$ cat src/rtl/sna_response_packetizer_if.sv
// rtl/sna_response_packetizer_if.sv - handshake bundle for the SNA response packetizer
interface sna_response_packetizer_if;
    // return-context push from the SNA request flow
    logic        ctx_push;
    logic        ctx_is_read;
    logic [3:0]  ctx_src;
    logic [2:0]  ctx_vc;
    logic        ctx_rd_full;
    logic        ctx_wr_full;

    // AXI4-Lite slave R/B channels
    logic        s_rvalid;
    logic [31:0] s_rdata;
    logic [1:0]  s_rresp;
    logic        s_rready;
    logic        s_bvalid;
    logic [1:0]  s_bresp;
    logic        s_bready;

    // flits towards the response sender
    logic [36:0] header;
    logic [36:0] tail;
    logic        rvalid;
    logic        bvalid;
    logic        rready;
    logic        bready;

    modport slave (
        input  ctx_push, ctx_is_read, ctx_src, ctx_vc,
        input  s_rvalid, s_rdata, s_rresp, s_bvalid, s_bresp,
        input  rready, bready,
        output ctx_rd_full, ctx_wr_full, s_rready, s_bready,
        output header, tail, rvalid, bvalid
    );

    modport master (
        output ctx_push, ctx_is_read, ctx_src, ctx_vc,
        output s_rvalid, s_rdata, s_rresp, s_bvalid, s_bresp,
        output rready, bready,
        input  ctx_rd_full, ctx_wr_full, s_rready, s_bready,
        input  header, tail, rvalid, bvalid
    );
endinterface

$ cat src/rtl/sna_response_packetizer.sv
// rtl/sna_response_packetizer.sv - AXI R/B response to NoC header/tail flit packetizer (optional SNA_RESP_PKT_ERRCNT_EN error counter)
module sna_response_packetizer #(
    parameter logic [3:0] NODE_ID   = 4'd0,
    parameter int         CTX_DEPTH = 4
) (
    input  logic clock,
    input  logic reset_n,
    sna_response_packetizer_if.slave bus
`ifdef SNA_RESP_PKT_ERRCNT_EN
    ,
    output logic [7:0] err_count
`endif
);
    localparam int AW = (CTX_DEPTH > 1) ? $clog2(CTX_DEPTH) : 1;
    localparam int CW = AW + 1;
    localparam logic [CW-1:0] DEPTH_C = CW'(CTX_DEPTH);

    typedef enum logic [1:0] {
        IDLE   = 2'd0,
        HOLD_R = 2'd1,
        HOLD_B = 2'd2
    } state_t;

    state_t        r_state;
    state_t        w_next_state;

    // context entries are {vc[2:0], src[3:0]}
    logic [6:0]    r_rd_mem [CTX_DEPTH];
    logic [AW-1:0] r_rd_wptr;
    logic [AW-1:0] r_rd_rptr;
    logic [CW-1:0] r_rd_cnt;
    logic [6:0]    r_wr_mem [CTX_DEPTH];
    logic [AW-1:0] r_wr_wptr;
    logic [AW-1:0] r_wr_rptr;
    logic [CW-1:0] r_wr_cnt;

    logic [36:0]   r_header;
    logic [36:0]   r_tail;
    logic [4:0]    r_seq;

    logic          w_rd_full;
    logic          w_rd_empty;
    logic          w_wr_full;
    logic          w_wr_empty;
    logic          w_rd_push;
    logic          w_wr_push;
    logic [6:0]    w_rd_head;
    logic [6:0]    w_wr_head;
    logic          w_cap_r;
    logic          w_cap_b;
    logic          w_s_rready;
    logic          w_s_bready;

    assign w_rd_full  = (r_rd_cnt == DEPTH_C);
    assign w_rd_empty = (r_rd_cnt == '0);
    assign w_wr_full  = (r_wr_cnt == DEPTH_C);
    assign w_wr_empty = (r_wr_cnt == '0);

    // a push into a full FIFO is dropped, even if that FIFO pops in the same cycle
    assign w_rd_push  = bus.ctx_push &  bus.ctx_is_read & ~w_rd_full;
    assign w_wr_push  = bus.ctx_push & ~bus.ctx_is_read & ~w_wr_full;

    assign w_rd_head  = r_rd_mem[r_rd_rptr];
    assign w_wr_head  = r_wr_mem[r_wr_rptr];

    // context storage: data only, validity is carried by the pointers and counts
    always_ff @(posedge clock) begin
        if (w_rd_push) r_rd_mem[r_rd_wptr] <= {bus.ctx_vc, bus.ctx_src};
        if (w_wr_push) r_wr_mem[r_wr_wptr] <= {bus.ctx_vc, bus.ctx_src};
    end

    // read context FIFO pointers and occupancy; pops happen on read capture
    always_ff @(posedge clock or negedge reset_n) begin
        if (!reset_n) begin
            r_rd_wptr <= '0;
            r_rd_rptr <= '0;
            r_rd_cnt  <= '0;
        end else begin
            if (w_rd_push) r_rd_wptr <= r_rd_wptr + 1'b1;
            if (w_cap_r)   r_rd_rptr <= r_rd_rptr + 1'b1;
            case ({w_rd_push, w_cap_r})
                2'b10:   r_rd_cnt <= r_rd_cnt + 1'b1;
                2'b01:   r_rd_cnt <= r_rd_cnt - 1'b1;
                default: r_rd_cnt <= r_rd_cnt;
            endcase
        end
    end

    // write context FIFO pointers and occupancy; pops happen on write capture
    always_ff @(posedge clock or negedge reset_n) begin
        if (!reset_n) begin
            r_wr_wptr <= '0;
            r_wr_rptr <= '0;
            r_wr_cnt  <= '0;
        end else begin
            if (w_wr_push) r_wr_wptr <= r_wr_wptr + 1'b1;
            if (w_cap_b)   r_wr_rptr <= r_wr_rptr + 1'b1;
            case ({w_wr_push, w_cap_b})
                2'b10:   r_wr_cnt <= r_wr_cnt + 1'b1;
                2'b01:   r_wr_cnt <= r_wr_cnt - 1'b1;
                default: r_wr_cnt <= r_wr_cnt;
            endcase
        end
    end

    // FSM state register
    always_ff @(posedge clock or negedge reset_n) begin
        if (!reset_n) r_state <= IDLE;
        else          r_state <= w_next_state;
    end

    // FSM next state, AXI readies and capture strobes; R has priority over B
    always_comb begin
        w_next_state = r_state;
        w_s_rready   = 1'b0;
        w_s_bready   = 1'b0;
        w_cap_r      = 1'b0;
        w_cap_b      = 1'b0;
        case (r_state)
            IDLE: begin
                w_s_rready = ~w_rd_empty;
                // B must not handshake in a cycle where R is being taken
                w_s_bready = ~w_wr_empty & ~(bus.s_rvalid & ~w_rd_empty);
                if (bus.s_rvalid && w_s_rready) begin
                    w_cap_r      = 1'b1;
                    w_next_state = HOLD_R;
                end else if (bus.s_bvalid && w_s_bready) begin
                    w_cap_b      = 1'b1;
                    w_next_state = HOLD_B;
                end
            end
            HOLD_R: if (bus.rready) w_next_state = IDLE;
            HOLD_B: if (bus.bready) w_next_state = IDLE;
            default: w_next_state = IDLE;
        endcase
    end

    // flit holding registers and sequence number, loaded on capture and held through HOLD
    always_ff @(posedge clock or negedge reset_n) begin
        if (!reset_n) begin
            r_header <= '0;
            r_tail   <= '0;
            r_seq    <= '0;
        end else begin
            if (w_cap_r) begin
                r_header <= {2'b01, w_rd_head[6:4], w_rd_head[3:0], NODE_ID,
                             1'b1, bus.s_rresp, r_seq, 16'h0000};
                r_tail   <= {2'b10, w_rd_head[6:4], bus.s_rdata};
            end else if (w_cap_b) begin
                r_header <= {2'b01, w_wr_head[6:4], w_wr_head[3:0], NODE_ID,
                             1'b0, bus.s_bresp, r_seq, 16'h0000};
                r_tail   <= {2'b10, w_wr_head[6:4], 30'd0, bus.s_bresp};
            end
            if (w_cap_r || w_cap_b) r_seq <= r_seq + 5'd1;
        end
    end

`ifdef SNA_RESP_PKT_ERRCNT_EN
    logic [7:0] r_err_cnt;
    logic [1:0] w_cap_resp;

    assign w_cap_resp = w_cap_r ? bus.s_rresp : bus.s_bresp;

    // saturating count of captured non-OKAY responses
    always_ff @(posedge clock or negedge reset_n) begin
        if (!reset_n) begin
            r_err_cnt <= '0;
        end else if ((w_cap_r || w_cap_b) && (w_cap_resp != 2'b00) && (r_err_cnt != 8'hFF)) begin
            r_err_cnt <= r_err_cnt + 8'd1;
        end
    end

    assign err_count = r_err_cnt;
`endif

    assign bus.ctx_rd_full = w_rd_full;
    assign bus.ctx_wr_full = w_wr_full;
    assign bus.s_rready    = w_s_rready;
    assign bus.s_bready    = w_s_bready;
    assign bus.header      = r_header;
    assign bus.tail        = r_tail;
    assign bus.rvalid      = (r_state == HOLD_R);
    assign bus.bvalid      = (r_state == HOLD_B);
endmodule

$ cat src/flat_wrapper.sv
// flat-port wrapper written by rule: the top's interface ports become plain ports
module sna_response_packetizer_flat 
#(
    parameter logic [3:0] NODE_ID   = 4'd0,
    parameter int         CTX_DEPTH = 4
)
  (clock, reset_n, bus_ctx_push, bus_ctx_is_read, bus_ctx_src, bus_ctx_vc, bus_s_rvalid, bus_s_rdata, bus_s_rresp, bus_s_bvalid, bus_s_bresp, bus_rready, bus_bready, bus_ctx_rd_full, bus_ctx_wr_full, bus_s_rready, bus_s_bready, bus_header, bus_tail, bus_rvalid, bus_bvalid);
  sna_response_packetizer_if bus_i ();
  input  logic clock;
  input  logic reset_n;
  input wire logic [$bits(bus_i.ctx_push)-1:0] bus_ctx_push;
  input wire logic [$bits(bus_i.ctx_is_read)-1:0] bus_ctx_is_read;
  input wire logic [$bits(bus_i.ctx_src)-1:0] bus_ctx_src;
  input wire logic [$bits(bus_i.ctx_vc)-1:0] bus_ctx_vc;
  input wire logic [$bits(bus_i.s_rvalid)-1:0] bus_s_rvalid;
  input wire logic [$bits(bus_i.s_rdata)-1:0] bus_s_rdata;
  input wire logic [$bits(bus_i.s_rresp)-1:0] bus_s_rresp;
  input wire logic [$bits(bus_i.s_bvalid)-1:0] bus_s_bvalid;
  input wire logic [$bits(bus_i.s_bresp)-1:0] bus_s_bresp;
  input wire logic [$bits(bus_i.rready)-1:0] bus_rready;
  input wire logic [$bits(bus_i.bready)-1:0] bus_bready;
  output wire logic [$bits(bus_i.ctx_rd_full)-1:0] bus_ctx_rd_full;
  output wire logic [$bits(bus_i.ctx_wr_full)-1:0] bus_ctx_wr_full;
  output wire logic [$bits(bus_i.s_rready)-1:0] bus_s_rready;
  output wire logic [$bits(bus_i.s_bready)-1:0] bus_s_bready;
  output wire logic [$bits(bus_i.header)-1:0] bus_header;
  output wire logic [$bits(bus_i.tail)-1:0] bus_tail;
  output wire logic [$bits(bus_i.rvalid)-1:0] bus_rvalid;
  output wire logic [$bits(bus_i.bvalid)-1:0] bus_bvalid;
  assign bus_i.ctx_push = bus_ctx_push;
  assign bus_i.ctx_is_read = bus_ctx_is_read;
  assign bus_i.ctx_src = bus_ctx_src;
  assign bus_i.ctx_vc = bus_ctx_vc;
  assign bus_i.s_rvalid = bus_s_rvalid;
  assign bus_i.s_rdata = bus_s_rdata;
  assign bus_i.s_rresp = bus_s_rresp;
  assign bus_i.s_bvalid = bus_s_bvalid;
  assign bus_i.s_bresp = bus_s_bresp;
  assign bus_i.rready = bus_rready;
  assign bus_i.bready = bus_bready;
  assign bus_ctx_rd_full = bus_i.ctx_rd_full;
  assign bus_ctx_wr_full = bus_i.ctx_wr_full;
  assign bus_s_rready = bus_i.s_rready;
  assign bus_s_bready = bus_i.s_bready;
  assign bus_header = bus_i.header;
  assign bus_tail = bus_i.tail;
  assign bus_rvalid = bus_i.rvalid;
  assign bus_bvalid = bus_i.bvalid;
  sna_response_packetizer #(.NODE_ID(NODE_ID), .CTX_DEPTH(CTX_DEPTH)) u_core (.clock(clock), .reset_n(reset_n), .bus(bus_i));
endmodule
$ cat config.mk
export PLATFORM = sky130hd
export DESIGN_NAME = sna_response_packetizer_flat
export DESIGN_NICKNAME = d
export VERILOG_FILES = /design/src/rtl/sna_response_packetizer_if.sv /design/src/rtl/sna_response_packetizer.sv /design/src/flat_wrapper.sv
export SDC_FILE = /design/constraint.sdc
export NUM_CORES = 1
export LEC_CHECK = 0
export ABC_AREA = 1
export CORE_MARGIN = 3
export CORE_UTILIZATION = 45
export CTS_CLUSTER_SIZE = 16
export DETAILED_ROUTE_END_ITERATION = 10
export PLACE_DENSITY_LB_ADDON = 0.05
export SLEW_MARGIN = 25
export SYNTH_ARGS = -nofsm -noshare
export SYNTH_HDL_FRONTEND = slang
export SYNTH_SLANG_ARGS = --single-unit
$ cat constraint.sdc
create_clock -name clock -period 2.6 [get_ports clock]
set_input_delay 0.26 -clock clock [delete_from_list [all_inputs] [get_ports clock]]
set_output_delay 0.26 -clock clock [all_outputs]
set_load 0.005 [all_outputs]
---- Yosys cells after proc, flatten, opt, wreduce, memory -nomap -nowiden ----
Memories as Yosys holds them, arrays and structs flattened.
Index checks and enable logic that the tools add are counted.
operators by class
  mux-type cells .......................... 22
  equal/unequal tests ..................... 11
  divide/modulo/power cells ............... 0
  bitwise gates (word level) .............. 12
  add/sub/neg operators ................... 9
  reduce and logical (&&, ||, !) cells .... 10
  multiply operators ...................... 0
  shifts and indexed selects .............. 0
  order comparisons ....................... 0
operator list
  operator             count
  $mux 37              4
  $pmux 3 s2           2
  $mux 1               11
  $add 2x1->2 const B  4
  $mux 2               4
  $add 3x1->3 const B  2
  $and 1x1->1          6
  $eq 2x1->1 const B   3
  $eq 2x2->1 const B   3
  $eq 3x3->1 const B   2
  $logic_not 3->1      2
  $not 1->1            6
  $pmux 2 s3           1
  $reduce_bool 2->1    3
  $sub 3x1->3 const B  2
  $add 5x1->5 const B  1
  $ne 2x2->1 const B   2
  $ne 3x1->1 const B   1
  $reduce_and 3->1     1
  $logic_and 1x1->1    2
  $logic_not 2->1      1
  $logic_or 1x1->1     1
word-level totals
  latch bits .............................. 0
  word-level logic and storage cells ...... 76
  output and inout port bits .............. 80
  input bits .............................. 51
  memories ................................ 2
  register bits after elaboration ......... 95
  memory bits (writable) .................. 56
  bits in read-only memories .............. 0
memory list
  name             words  width  read ports  clocked after memory_dff  wr ports  RTL line                       source
  u_core.r_rd_mem  4      7      1           0                         1         sna_response_packetizer.sv:28  logic [6:0] r_rd_mem [CTX_DEPTH];
  u_core.r_wr_mem  4      7      1           0                         1         sna_response_packetizer.sv:32  logic [6:0] r_wr_mem [CTX_DEPTH];

---- Depth between registers and ports, before layout ----
Gate-level depths: netlist (run 1).
  depth after elaboration ................. 11
  gate-level depth with buffers ........... 11
  mapped depth without buffers ............ 11

---- Worst setup path after synthesis (run 1) ----
OpenSTA, ideal clock, no wires.
  path type ............................... register -> register
  start ................................... register u_core.r_state[0]
  end ..................................... register u_core.r_rd_cnt[2]
  required time ........................... 2.469 ns
  arrival time ............................ 1.937 ns
  clock period less this slack ............ 2.068 ns
  library setup time ...................... 0.131 ns
  buffers on the path ..................... 1
  cell stages (with the launch flop) ...... 11
  setup slack ............................. 0.532 ns
  path through ............................ dfrtp_1 > nor2_4 > nand3_4 > inv_2 > buf_2 > ha_1 > inv_1 > fa_1 > a21oi_1 > o21ai_0 > xor2_1
between the ends
  longest elaborated chain between the ends .. 4
  elaborated cells between the ends (all ways) .. 6
  classes of those cells .................. eq/ne: 2; mux: 2; reduce/logical: 2
ends and longest elaborated chain
  what                                                    RTL line                        source
  start: declaration                                      sna_response_packetizer.sv:24   state_t r_state;
  start signal: assignment                                sna_response_packetizer.sv:109  else r_state <= w_next_state;
  $logic_not 2->1 *                                       sna_response_packetizer.sv:119  case (r_state)
  $mux 1 *                                                sna_response_packetizer.sv:119
  net u_core.w_cap_r                                      sna_response_packetizer.sv:49   logic w_cap_r;
  $eq 2x1->1 / $eq 2x2->1 (equally long branches)         sna_response_packetizer.sv:81   case ({w_rd_push, w_cap_r})
  $pmux 3 s2 / $reduce_bool 2->1 (equally long branches)  n/a
  end signal: assignment                                  sna_response_packetizer.sv:82   2'b10: r_rd_cnt <= r_rd_cnt + 1'b1;
  end signal: assignment                                  sna_response_packetizer.sv:83   2'b01: r_rd_cnt <= r_rd_cnt - 1'b1;
  end signal: assignment                                  sna_response_packetizer.sv:84   default: r_rd_cnt <= r_rd_cnt;
  end: declaration                                        sna_response_packetizer.sv:31   logic [CW-1:0] r_rd_cnt;
The timed path passes the listed nets; every way through them passes the cells marked *.
A chain may end at the register's enable or synchronous reset.

---- Final worst setup path (run 1) ----
  start ................................... register u_core.r_rd_cnt[0]
  end ..................................... register u_core.r_rd_cnt[2]
between the ends
  longest elaborated chain between the ends .. 7
  elaborated cells between the ends (all ways) .. 14
  classes of those cells .................. add/sub: 2; eq/ne: 3; mux: 3; bitwise: 3; reduce/logical: 3
ends and longest elaborated chain
  what                                                    RTL line                        source
  $logic_not 3->1                                         sna_response_packetizer.sv:55   assign w_rd_empty = (r_rd_cnt == '0);
  $not 1->1                                               sna_response_packetizer.sv:121  w_s_rready = ~w_rd_empty;
  $logic_and 1x1->1                                       sna_response_packetizer.sv:124  if (bus.s_rvalid && w_s_rready) begin
  $mux 1                                                  sna_response_packetizer.sv:124
  $mux 1                                                  sna_response_packetizer.sv:119
  $eq 2x1->1 / $eq 2x2->1 (equally long branches)         sna_response_packetizer.sv:81
  $pmux 3 s2 / $reduce_bool 2->1 (equally long branches)  n/a
Parallel ways exist; a longest one is shown, timed or not.

==> results, run 1 <==
- The number of hold-slack violations in the final timing report is 0.
- In the global route stage, overall resource usage came out at 0.1741.
- The row count is 40.
- The synthesized netlist occupies a cell area of 5823 um^2.
- The run finished with clean final reports.
- The die covers 14340 um^2.
- The number of antenna violations at the first check in global routing is 0.
- The depth of the CTS H-tree is 4.
- The final setup violation count is 0.
- The arrival time of data at the critical path endpoint is 2550 ps.
- By count the netlist is led by 182 x sky130_fd_sc_hd__nand2_1, 116 x sky130_fd_sc_hd__inv_1, 69 x sky130_fd_sc_hd__dfrtp_1.
- The number of unique standard cell types used by synthesis is 30.
- The clock network latency to the later pin of the worst-skew pair is between 400 and 500 ps.
- Measured in cells, the most critical reg-to-reg path has a length of 9.
- The layout net count is 800.
- Setup repair after global routing left no endpoint under its margin.
- The number of iterations in the first detailed-routing pass is 6.
- For this run, the number of Yosys warnings is 0.
- The most repeated cell in the gate-level netlist after synthesis is sky130_fd_sc_hd__nand2_1.
- TritonCTS built the clock tree.
- The initial standard-cell utilization of the core is 0.4730.
- The required time of the critical path is 2880 ps.
- The power density over the cells is 1125 nW/um^2.
- Based on the critical path, the design can be clocked at up to 440.8 MHz.
- After floorplanning, the core was sized to cover 12310 um^2.
- Relative to the synthesized area, the layout overhead comes to 29.20%.
- The kind of launch point of the worst setup path is a flip-flop.
- The final-layout setup total negative slack is 0 ps.
- The worst min-delay path class is input pin to flip-flop.
- The final count of pins violating max slew is 0.
- The wire length of the first global-routing pass is 19400 um.
- Synthesis inferred 125 register bits.
- Detailed placement ended at an HPWL of 8151 um.
- The number of clock sinks seen by CTS is 125.
- The number of synthesized flops with an enable pin is 56.
- The die height is 119.8 um.
- The peak supply drop is 0.0005084 V.
- In this run the remaining antenna-violating nets after routing total 0.
- The number of DRC violations after detailed routing is 0.
- At the pin with the least slew margin, the transition time is around 900 ps.
- In the final layout, the share of cells above drive strength 1 is 0.06409.
- Routability-driven placement finished with a final weighted congestion of 0.7394.
- In this run the critical register-to-register path is captured at u_core.r_rd_cnt[2].
- The total power is 8.464 mW.
- The placed instances occupy a cell area of 6972 um^2.
- The setup skew after layout is 5.259 ps.
- The share of synthesized flip-flops with an asynchronous set or reset is 0.5520.
- By area the synthesized netlist is led by sky130_fd_sc_hd__dfrtp_1 30%, sky130_fd_sc_hd__edfxtp_1 29%, sky130_fd_sc_hd__nand2_1 12%.
- Headroom to the max-slew limit came out at 0.3996.
- The port buffer count is 108.
- After clock tree synthesis, the clock-pin slew on the worst setup and hold paths is 50 ps.
- The placed instance count is 884.
- The synthesized design spends more area on one cell type than any other, namely sky130_fd_sc_hd__dfrtp_1.
- The worst min-delay path startpoint is bus_s_rdata[21].
- The beginning of the worst register-to-register path is u_core.r_rd_cnt[0].
- The worst hold path depth is 3.
- The critical path in this run is classified as flip-flop to flip-flop.
- The share of the synthesized area in the top cell type is 0.2965.
- Entering global routing, the biggest net connects 70 pins.
- The tree is rooted in a sky130_fd_sc_hd__clkbuf_16.
- The wire length reported by the detailed router is 12300 um.
- The via count of the first global-routing pass is about 3900.
- The total non-filler cell area in the finished layout is 7523 um^2.
- The number of cells produced by synthesis is 620.
- The worst hold endpoint is u_core.bus.tail[21].
- In this run the horizontal extent of the chip is 119.8 um.
- Dividing the detail-routed wire length by the instance count gives 13.41 um.
- In the finished design, the share of the clock period the worst path needs comes to 0.8726.
- The shortest period the worst path allows is around 2300 ps.
- Of the synthesized area, sequential elements account for 0.5853.
- For this design the static power due to leakage is 3.560 nW.
- The nature of the critical path endpoint is a flip-flop.
- The most used flip-flop cell after synthesis is sky130_fd_sc_hd__dfrtp_1.
- The post-layout instance count excluding filler cells is ~920.
- In this run the register-to-register setup slack is 330 ps.
- The count of cells resized by post-cts repair is 0.
- No sink is reached through more buffers than the 2 on the longest clock path.
- The detailed-route vias per instance is 4.561.
- The number of CTS-inserted buffers is 17.
- The detailed router placed 4182 vias in this run.
- Hold is met by between 400 and 500 ps.
- The repair_antennas step left the layout with diodes totalling 0.
- The number of violations of the max-capacitance limit is 0.
- After global routing the overflow that remains totals 0.
- In this run the worst path has a maximum fanout of 8.
- Pin placement for this block handled 131 I/O pins.
- The average cell area after synthesis is 9.392 um^2.
- The detailed router's first-iteration violation count is 229.
## critical path: stages (launching register included)
cell and delay, ps:
sky130_fd_sc_hd__dfrtp_1 410, sky130_fd_sc_hd__nor2_2 210, sky130_fd_sc_hd__nand2_1 130, sky130_fd_sc_hd__nand3_1 300
sky130_fd_sc_hd__ha_1 220, sky130_fd_sc_hd__inv_1 70, sky130_fd_sc_hd__fa_1 380, sky130_fd_sc_hd__a21oi_1 140
sky130_fd_sc_hd__o21ai_0 120, sky130_fd_sc_hd__xor2_1 170
## cell usage in the layout (no fill, tap or decap), types with 14 or more instances in the layout
master,instances
sky130_fd_sc_hd__conb_1,22
sky130_fd_sc_hd__dfrtp_1,69
sky130_fd_sc_hd__buf_4,14
sky130_fd_sc_hd__nor2_1,15
sky130_fd_sc_hd__edfxtp_1,56
sky130_fd_sc_hd__clkdlybuf4s50_1,107
sky130_fd_sc_hd__inv_1,116
sky130_fd_sc_hd__o21ai_1,20
sky130_fd_sc_hd__nand2_1,182
sky130_fd_sc_hd__clkbuf_16,17
sky130_fd_sc_hd__o21ai_0,15
sky130_fd_sc_hd__nand3_1,52
## sequential cells by signal (all words and copies together) (netlist names)
signal and count:
u_core.bus.tail 36, u_core.r_wr_cnt 3, u_core.r_wr_mem 28, u_core.r_rd_mem 28, u_core.r_state 2, u_core.r_seq 5
u_core.bus.header 12, u_core.r_rd_cnt 3, u_core.r_wr_rptr 2, u_core.r_wr_wptr 2, u_core.r_rd_wptr 2, u_core.r_rd_rptr 2
## worst max path at each step
stage / start / endpoint / slack [ps] / cells past startpoint
global placement: bus_s_rvalid / u_core.r_rd_cnt[2] / 430 / 10
global route: u_core.r_rd_cnt[1] / u_core.r_rd_cnt[2] / 180 / 9
CTS: u_core.r_rd_cnt[0] / u_core.r_rd_cnt[2] / 350 / 9
detailed placement: u_core.r_rd_cnt[0] / u_core.r_rd_cnt[2] / 380 / 9
finish: u_core.r_rd_cnt[0] / u_core.r_rd_cnt[2] / 330 / 9
floorplan: u_core.r_state[0] / u_core.r_rd_cnt[2] / 530 / 10
## power breakdown
part,leakage (nW),internal (mW),switching [mW]
Clock,0.262,1.39,0.795
Sequential,1.36,2.66,0.405
Combinational,1.93,1.49,1.73
Total,3.56,5.53,2.93
## area by class of cell
| cell class | instances | area (um^2) |
|---|---|---|
| timing repair buffer | 123 | 1206 |
| fill | 1056 | 4788 |
| tap | 168 | 210.2 |
| multi-input combinational | 351 | 1714 |
| inverter | 118 | 442.9 |
| clock buffer | 22 | 444.2 |
| sequential | 125 | 3408 |
| clock inverter | 10 | 97.59 |
## routing by layer
metal  vias to the layer above  share of wire  global-route usage
met4                         0          0.022             0.08017
met1                      1922           0.44              0.2226
met2                       140           0.46              0.2751
met3                        20          0.072             0.04995
li1                       2100              -                   -
met5                         -              0                   0
## through the flow
step | worst slack, ps | utilization
final | 331.2 | 0.6111
after global routing | 179.0 | 0.6111
after CTS | 349.2 | 0.6111
after detailed placement | 384.0 | 0.5663
after global placement | 431.5 | 0.5663
after floorplan | 532.1 | -
## cell families after synthesis
kind of cell	share of synthesized area
other	0.0006440
flip-flops	0.5853
buffers and inverters	0.1339
AO/OA/AOI/OAI	0.03975
XOR/XNOR	0.01805
adder cells (fa/ha/maj)	0.03051
AND/OR/NAND/NOR	0.1919
## timing repair
item | in CTS | in global routing
setup endpoints to repair | 0 | 0
hold buffers | 1 | 0
buffers inserted | 0 | 0
hold endpoints to repair | 1 | 0
Power figures use the tool's default switching activity.
==> inputs of run 2 (changes only) <==
--- a/config.mk
+++ b/config.mk
@@ -6,6 +6,7 @@
 export NUM_CORES = 1
 export LEC_CHECK = 0
 export ABC_AREA = 1
+export CAP_MARGIN = 25
 export CORE_MARGIN = 3
 export CORE_UTILIZATION = 45
 export CTS_CLUSTER_SIZE = 16
==> results of run 2 <==
Same layout as run 1: the final DEF is identical, and so are final timing and power.
